<file path="src/rtl/serial_pattern_tx_pkg.sv">
// Shared types for the serial pattern transmitter and the zero detector bench.
package serial_pattern_tx_pkg;

  typedef enum logic [1:0] {
    IDLE  = 2'd0,
    SHIFT = 2'd1,
    GAP   = 2'd2
  } tx_state_t;

  // Width needed to hold a zero count from 0 up to and including w.
  function automatic int zc_width(input int w);
    return $clog2(w + 1);
  endfunction

endpackage

</file>
<file path="src/rtl/serial_pattern_tx_zero_popcount.sv">
// Combinational count of 0 bits across a word.
module zero_popcount
  import serial_pattern_tx_pkg::*;
#(
  parameter int WIDTH = 8,
  localparam int ZW = zc_width(WIDTH)
) (
  input  logic [WIDTH-1:0] data,
  output logic [ZW-1:0]    zeros
);

  // Ripple count of cleared bits; WIDTH is small so a linear sum is fine.
  always_comb begin
    zeros = '0;
    for (int i = 0; i < WIDTH; i++)
      if (!data[i]) zeros = zeros + ZW'(1);
  end

endmodule

</file>
<file path="src/rtl/serial_pattern_tx.sv">
// MSB-first serial transmitter with valid/ready word input and an idle gap
// between words. Every output is a register.
module serial_pattern_tx
  import serial_pattern_tx_pkg::*;
#(
  parameter int WIDTH      = 8,
  parameter int GAP_CYCLES = 2,
  parameter bit IDLE_LEVEL = 1'b1,
  localparam int ZW = zc_width(WIDTH)
) (
  input  logic             clock,
  input  logic             reset,
  input  logic [WIDTH-1:0] data_in,
  input  logic             valid_in,
  output logic             ready_out,
  output logic             x_out,
  output logic             bit_valid,
  output logic             word_done,
  output logic [ZW-1:0]    zero_count
);

  localparam int              CW       = $clog2(WIDTH);
  localparam logic [CW-1:0]   LAST     = CW'(WIDTH - 1);
  localparam logic [CW-1:0]   PRE_LAST = CW'(WIDTH - 2);
  localparam logic [3:0]      GAP_LOAD = 4'((GAP_CYCLES > 0) ? GAP_CYCLES - 1 : 0);

  tx_state_t        state, state_n;
  logic [WIDTH-1:0] sh, sh_n;         // bits still to send, next one at MSB
  logic [CW-1:0]    bit_cnt, bit_cnt_n;
  logic [3:0]       gap_cnt, gap_cnt_n;
  logic             x_n, bv_n, wd_n, rdy_n;
  logic [ZW-1:0]    zc_n, zc_load;
  logic             acc, do_load;

  assign acc = valid_in & ready_out;

  zero_popcount #(.WIDTH(WIDTH)) u_zpc (
    .data  (data_in),
    .zeros (zc_load)
  );

  // State and registered outputs; reset abandons any word in flight.
  always_ff @(posedge clock) begin
    if (reset) begin
      state      <= IDLE;
      sh         <= '0;
      bit_cnt    <= '0;
      gap_cnt    <= '0;
      x_out      <= IDLE_LEVEL;
      bit_valid  <= 1'b0;
      word_done  <= 1'b0;
      ready_out  <= 1'b1;
      zero_count <= '0;
    end else begin
      state      <= state_n;
      sh         <= sh_n;
      bit_cnt    <= bit_cnt_n;
      gap_cnt    <= gap_cnt_n;
      x_out      <= x_n;
      bit_valid  <= bv_n;
      word_done  <= wd_n;
      ready_out  <= rdy_n;
      zero_count <= zc_n;
    end
  end

  // Next-state and next-output values, computed one cycle ahead.
  always_comb begin
    state_n   = state;
    sh_n      = sh;
    bit_cnt_n = bit_cnt;
    gap_cnt_n = gap_cnt;
    x_n       = IDLE_LEVEL;
    bv_n      = 1'b0;
    wd_n      = 1'b0;
    rdy_n     = 1'b0;
    zc_n      = zero_count;
    do_load   = 1'b0;

    case (state)
      IDLE: begin
        rdy_n = 1'b1;
        if (acc) do_load = 1'b1;
      end
      SHIFT: begin
        if (bit_cnt != LAST) begin
          x_n       = sh[WIDTH-1];
          sh_n      = sh << 1;
          bit_cnt_n = bit_cnt + CW'(1);
          bv_n      = 1'b1;
          wd_n      = (bit_cnt == PRE_LAST);
          // With no gap the line can take a new word during its last bit.
          rdy_n     = (bit_cnt == PRE_LAST) && (GAP_CYCLES == 0);
        end else if (GAP_CYCLES > 0) begin
          state_n   = GAP;
          gap_cnt_n = GAP_LOAD;
        end else if (acc) begin
          do_load = 1'b1;
        end else begin
          state_n = IDLE;
          rdy_n   = 1'b1;
        end
      end
      GAP: begin
        if (gap_cnt == 4'd0) begin
          state_n = IDLE;
          rdy_n   = 1'b1;
        end else begin
          gap_cnt_n = gap_cnt - 4'd1;
        end
      end
      default: begin
        state_n = IDLE;
        rdy_n   = 1'b1;
      end
    endcase

    // Word load: MSB goes straight to the line, the rest waits in sh.
    if (do_load) begin
      state_n   = SHIFT;
      x_n       = data_in[WIDTH-1];
      sh_n      = data_in << 1;
      bit_cnt_n = '0;
      bv_n      = 1'b1;
      wd_n      = 1'b0;
      rdy_n     = 1'b0;
      zc_n      = zc_load;
    end
  end

endmodule

</file>
<file path="config.mk">
export PLATFORM = sky130hd
export DESIGN_NAME = serial_pattern_tx
export DESIGN_NICKNAME = d
export VERILOG_FILES = /design/src/rtl/serial_pattern_tx_pkg.sv /design/src/rtl/serial_pattern_tx_zero_popcount.sv /design/src/rtl/serial_pattern_tx.sv
export SDC_FILE = /design/constraint.sdc
export NUM_CORES = 1
export LEC_CHECK = 0
export BUFFER_PORTS_ARGS = -buffer_cell sky130_fd_sc_hd__buf_2
export CELL_PAD_IN_SITES_DETAIL_PLACEMENT = 0
export CELL_PAD_IN_SITES_GLOBAL_PLACEMENT = 1
export CORE_ASPECT_RATIO = 1.2
export CORE_UTILIZATION = 25
export DETAILED_ROUTE_END_ITERATION = 7
export PLACE_DENSITY = 0.49
export SLEW_MARGIN = 30
export SYNTH_ARGS = -nofsm -noshare
export SYNTH_HDL_FRONTEND = slang
export SYNTH_SLANG_ARGS = --single-unit
</file>
<file path="constraint.sdc">
create_clock -name clock -period 4.9 [get_ports clock]
set_input_delay 0.98 -clock clock [delete_from_list [all_inputs] [get_ports clock]]
set_output_delay 0.98 -clock clock [all_outputs]
set_load 0.02 [all_outputs]
</file>
==> summary.md <==
| Metric | Value |
|---|---|
| Final Cycle Share | 92.2% |
| Hold Path Depth | 2 |
| Worst r2r dst | sh[1]$_SDFFE_PP0P_ |
| Clk Latency, worst-skew pair | 0.27 ns |
| Residual DRC | 0 |
| Startpoint Class | input port |
| First-pass GRT wire length | 6000 um |
| Synthesis Warnings | 0 |
| Final cell utilization of the core | 30.6% |
| Setup Buffers After CTS | 0 |
| Flop2flop setup slack | 3.05 ns |
| WL met2 | 1800 um |
| Net count after synthesis | 209 |
| Worst path cell trace | buf_2 > inv_1 > ha_1 > and2b_1 > nor2_1 > ha_1 > nor2b_1 > a21o_1 > ha_1 > nor2_1 > nor2_1 > ha_1 > nor2b_1 > a21o_1 > ha_1 > nor2b_1 > xnor2_1 > xnor2_1 > nand3_1 > xnor2_1 > xor2_1 > a211oi_2 |
| Top sig layer | met4 |
| Die Y | 89.8 um |
| Slew @ Worst Pin | 0.650 ns |
| RSZ-0062 raised after global routing | false |
| Pin count of the biggest net entering global routing | 19 |
| GRT overflow | 0 |
| CTS tree | done |
| Final Hold Viols | 0 |
| Max Slew Vio Count | 0 |
| Layout cell share with drive strength beyond 1 | 17.6% |
| Setup violators final | 0 |
| Htree depth | 1 |
| Hold path startpoint | zero_count[1]$_SDFFE_PP0P_ |
| Worst EP required | 5.05 ns |
| Tot Pwr | 0.000610 W |
| Fraction of registers with async set/reset | 0% |
| PortBufs | 18 |
| CTS Hold Bufs | 0 |
| Initial antenna violation count | 0 |
| FF+latch count, synth | 24 |
| Register-to-Register Path Depth | 6 |
| Post-Syn Area per Cell | 8.63 sq um |
| WL final | 3470 um |
| Area Overhead vs Synth | 16.7% |
| Crit. End Element | flop |
| Min Hold Slack | 0.459 ns |
| Final HPWL DP | 2730 um |
| Peak supply drop | 0.0904 mV |
| Pre-CTS setup slack | 0.0307 ns |
| Top-area cell type share of the netlist area | 29.9% |
| Cells after synthesis | 186 |
| Cell Area, Synth | 1610 sq um |
| Worst stage delay on the critical path | 0.31 ns |
| WL/cell | 12.1 um |
| Core ar. | 6130 sq um |
| Number of routed nets with antenna violations | 0 |
| Most common cell in the synthesized netlist | nor2_1 |
| GP Congestion | 0.768 |
| Max_cap viols | 0 |
| Vias in the first global route | 1361 |
| Max clock buf depth | 2 |
| M1 wire length | 1540 um |
| IO Count | 19 |
| Final net count | 228 |
| Count of cell types in the netlist | 41 |
| Synth top cells by count | 30 x nor2_1, 24 x dfxtp_1, 12 x ha_1 |
| Clock transition at path regs | 0.09 ns |
| Antenna cells | 0 |
| Clock sink count | 24 |
| EDFF count, synth | 0 |
| First-pass iteration count of the detailed router | 4 |
| Root Buffer | clkbuf_8 |
| Worst EP arrival | 4.67 ns |
| Inserted Clock Buffers | 3 |
| Row cnt | 31 |
| RR Startpoint | bit_cnt[0]$_SDFFE_PP0P_ |
| Die width | 75.2 um |
| CP Max Fanout | 4 |
| FMAX | 221 MHz |
| Top cells by area, synth | dfxtp_1 30%, ha_1 9.4%, nor2_1 7.0%, xnor2_1 5.5%, mux2i_1 5.0% |
| Cell Pwr Density | 326 nW/um^2 |
| Crit Path Class | in -> reg |
| Min-Delay Path Class | reg -> reg |
| CP max stage cell | ha_1 |
| WL met3 | 72 um |
| Vias after detailed routing | 1307 |
| Drt first-iter violations | 15 |
| Status | finished clean |
| Post-synthesis sequential area ratio | 29.9% |
| Die ar. | 6750 sq um |
| Initial Util | 26.2% |
| Leading area contributor after synthesis | dfxtp_1 |
| Rel. slew slack | 56.3% |
| Leakage | 0.775 nW |
| Setup Skew | 0.00870 ns |
| Total track usage | 11.5% |
| Worst path most repeated cell | ha_1 |
| Hold EP | zero_count[1]$_SDFFE_PP0P_ |
| Ys flop type | dfxtp_1 |
| Final WS setup | 0.380 ns |
| Fin crit period | 4.52 ns |
| Post-CTS resize count | 0 |
| Drt via density | 4.57 |
| Setup TNS Final | 0 ns |
-- flip-flops by register name, summed over array words and instances, names as in the netlist --
signal / cells
state: 2
sh: 7
word_done: 1
bit_valid: 1
zero_count: 4
bit_cnt: 3
x_out: 1
ready_out: 1
gap_cnt: 4
-- placed cells by master (no fill, tap or decap), types with 4 or more instances in the layout --
master / count
nor2_1: 29
nand3_1: 6
a21oi_1: 5
buf_2: 18
nand2_1: 9
xnor2_1: 10
mux2i_1: 8
a211oi_1: 10
inv_1: 10
dfxtp_1: 24
ha_1: 12
nor2b_1: 9
nor4_1: 4
buf_4: 5
nand2b_1: 4
-- worst max-delay path, delay by kind of cell --
kind                       cells  cell delay [ns]
adders and majority gates      5             1.37
and+or+nand+nor                8             1.00
xor gates and xnor gates       4             0.74
AOI/OAI and AO/OA              3             0.43
buffers and inverters          2             0.14
-- metrics by stage --
step           instance area (sq um)  std cells
5_1_grt                         1870        286
6_report                        1870        286
3_3_place_gp                    1800        282
2_1_floorplan                   1610        186
4_1_cts                         1870        286
3_5_place_dp                    1800        282
-- layer usage --
layer / up-vias / track usage, %
met5: - / 0
met4: 0 / 4.94
met3: 6 / 1.57
met2: 20 / 19.7
met1: 596 / 13.8
li1: 685 / -
-- layout make-up --
class / instances / area [sq um]
fillers: 684 / 4260
multi-input cells: 143 / 1050
flip-flops and latches: 24 / 480
repair buffers: 23 / 128
well taps: 82 / 103
clock buffers: 3 / 41.3
inverters: 10 / 37.5
clock inverters: 1 / 30.0
-- how the worst max path moves through the flow --
| stage | startpoint | endpoint | slack, ns | cells after the start |
|---|---|---|---|---|
| global placement | data_in[0] | zero_count[3]$_SDFFE_PP0P_ | 0.12 | 22 |
| CTS | data_in[0] | zero_count[3]$_SDFFE_PP0P_ | 0.33 | 22 |
| floorplan | data_in[0] | zero_count[3]$_SDFFE_PP0P_ | 0.30 | 21 |
| detailed placement | data_in[0] | zero_count[3]$_SDFFE_PP0P_ | 0.03 | 22 |
| global route | data_in[0] | zero_count[3]$_SDFFE_PP0P_ | 0.09 | 22 |
| finish | data_in[0] | zero_count[3]$_SDFFE_PP0P_ | 0.38 | 22 |
-- cells by family after synthesis --
| logic type | synth area share [%] |
|---|---|
| buf+inv | 4.60 |
| xor+xnor | 10.9 |
| compound gates | 15.7 |
| mux | 6.39 |
| simple gates | 23.1 |
| fa+ha+maj | 9.35 |
| flops | 29.9 |
-- where the power goes --
part           internal (W)  total [W]  switching, W
Combinational      0.000103   0.000218      0.000116
Sequential         0.000211   0.000219    0.00000805
Clock              0.000109   0.000172     0.0000633
Total              0.000423   0.000610      0.000187
No activity file was read; power rests on OpenSTA's default activity.
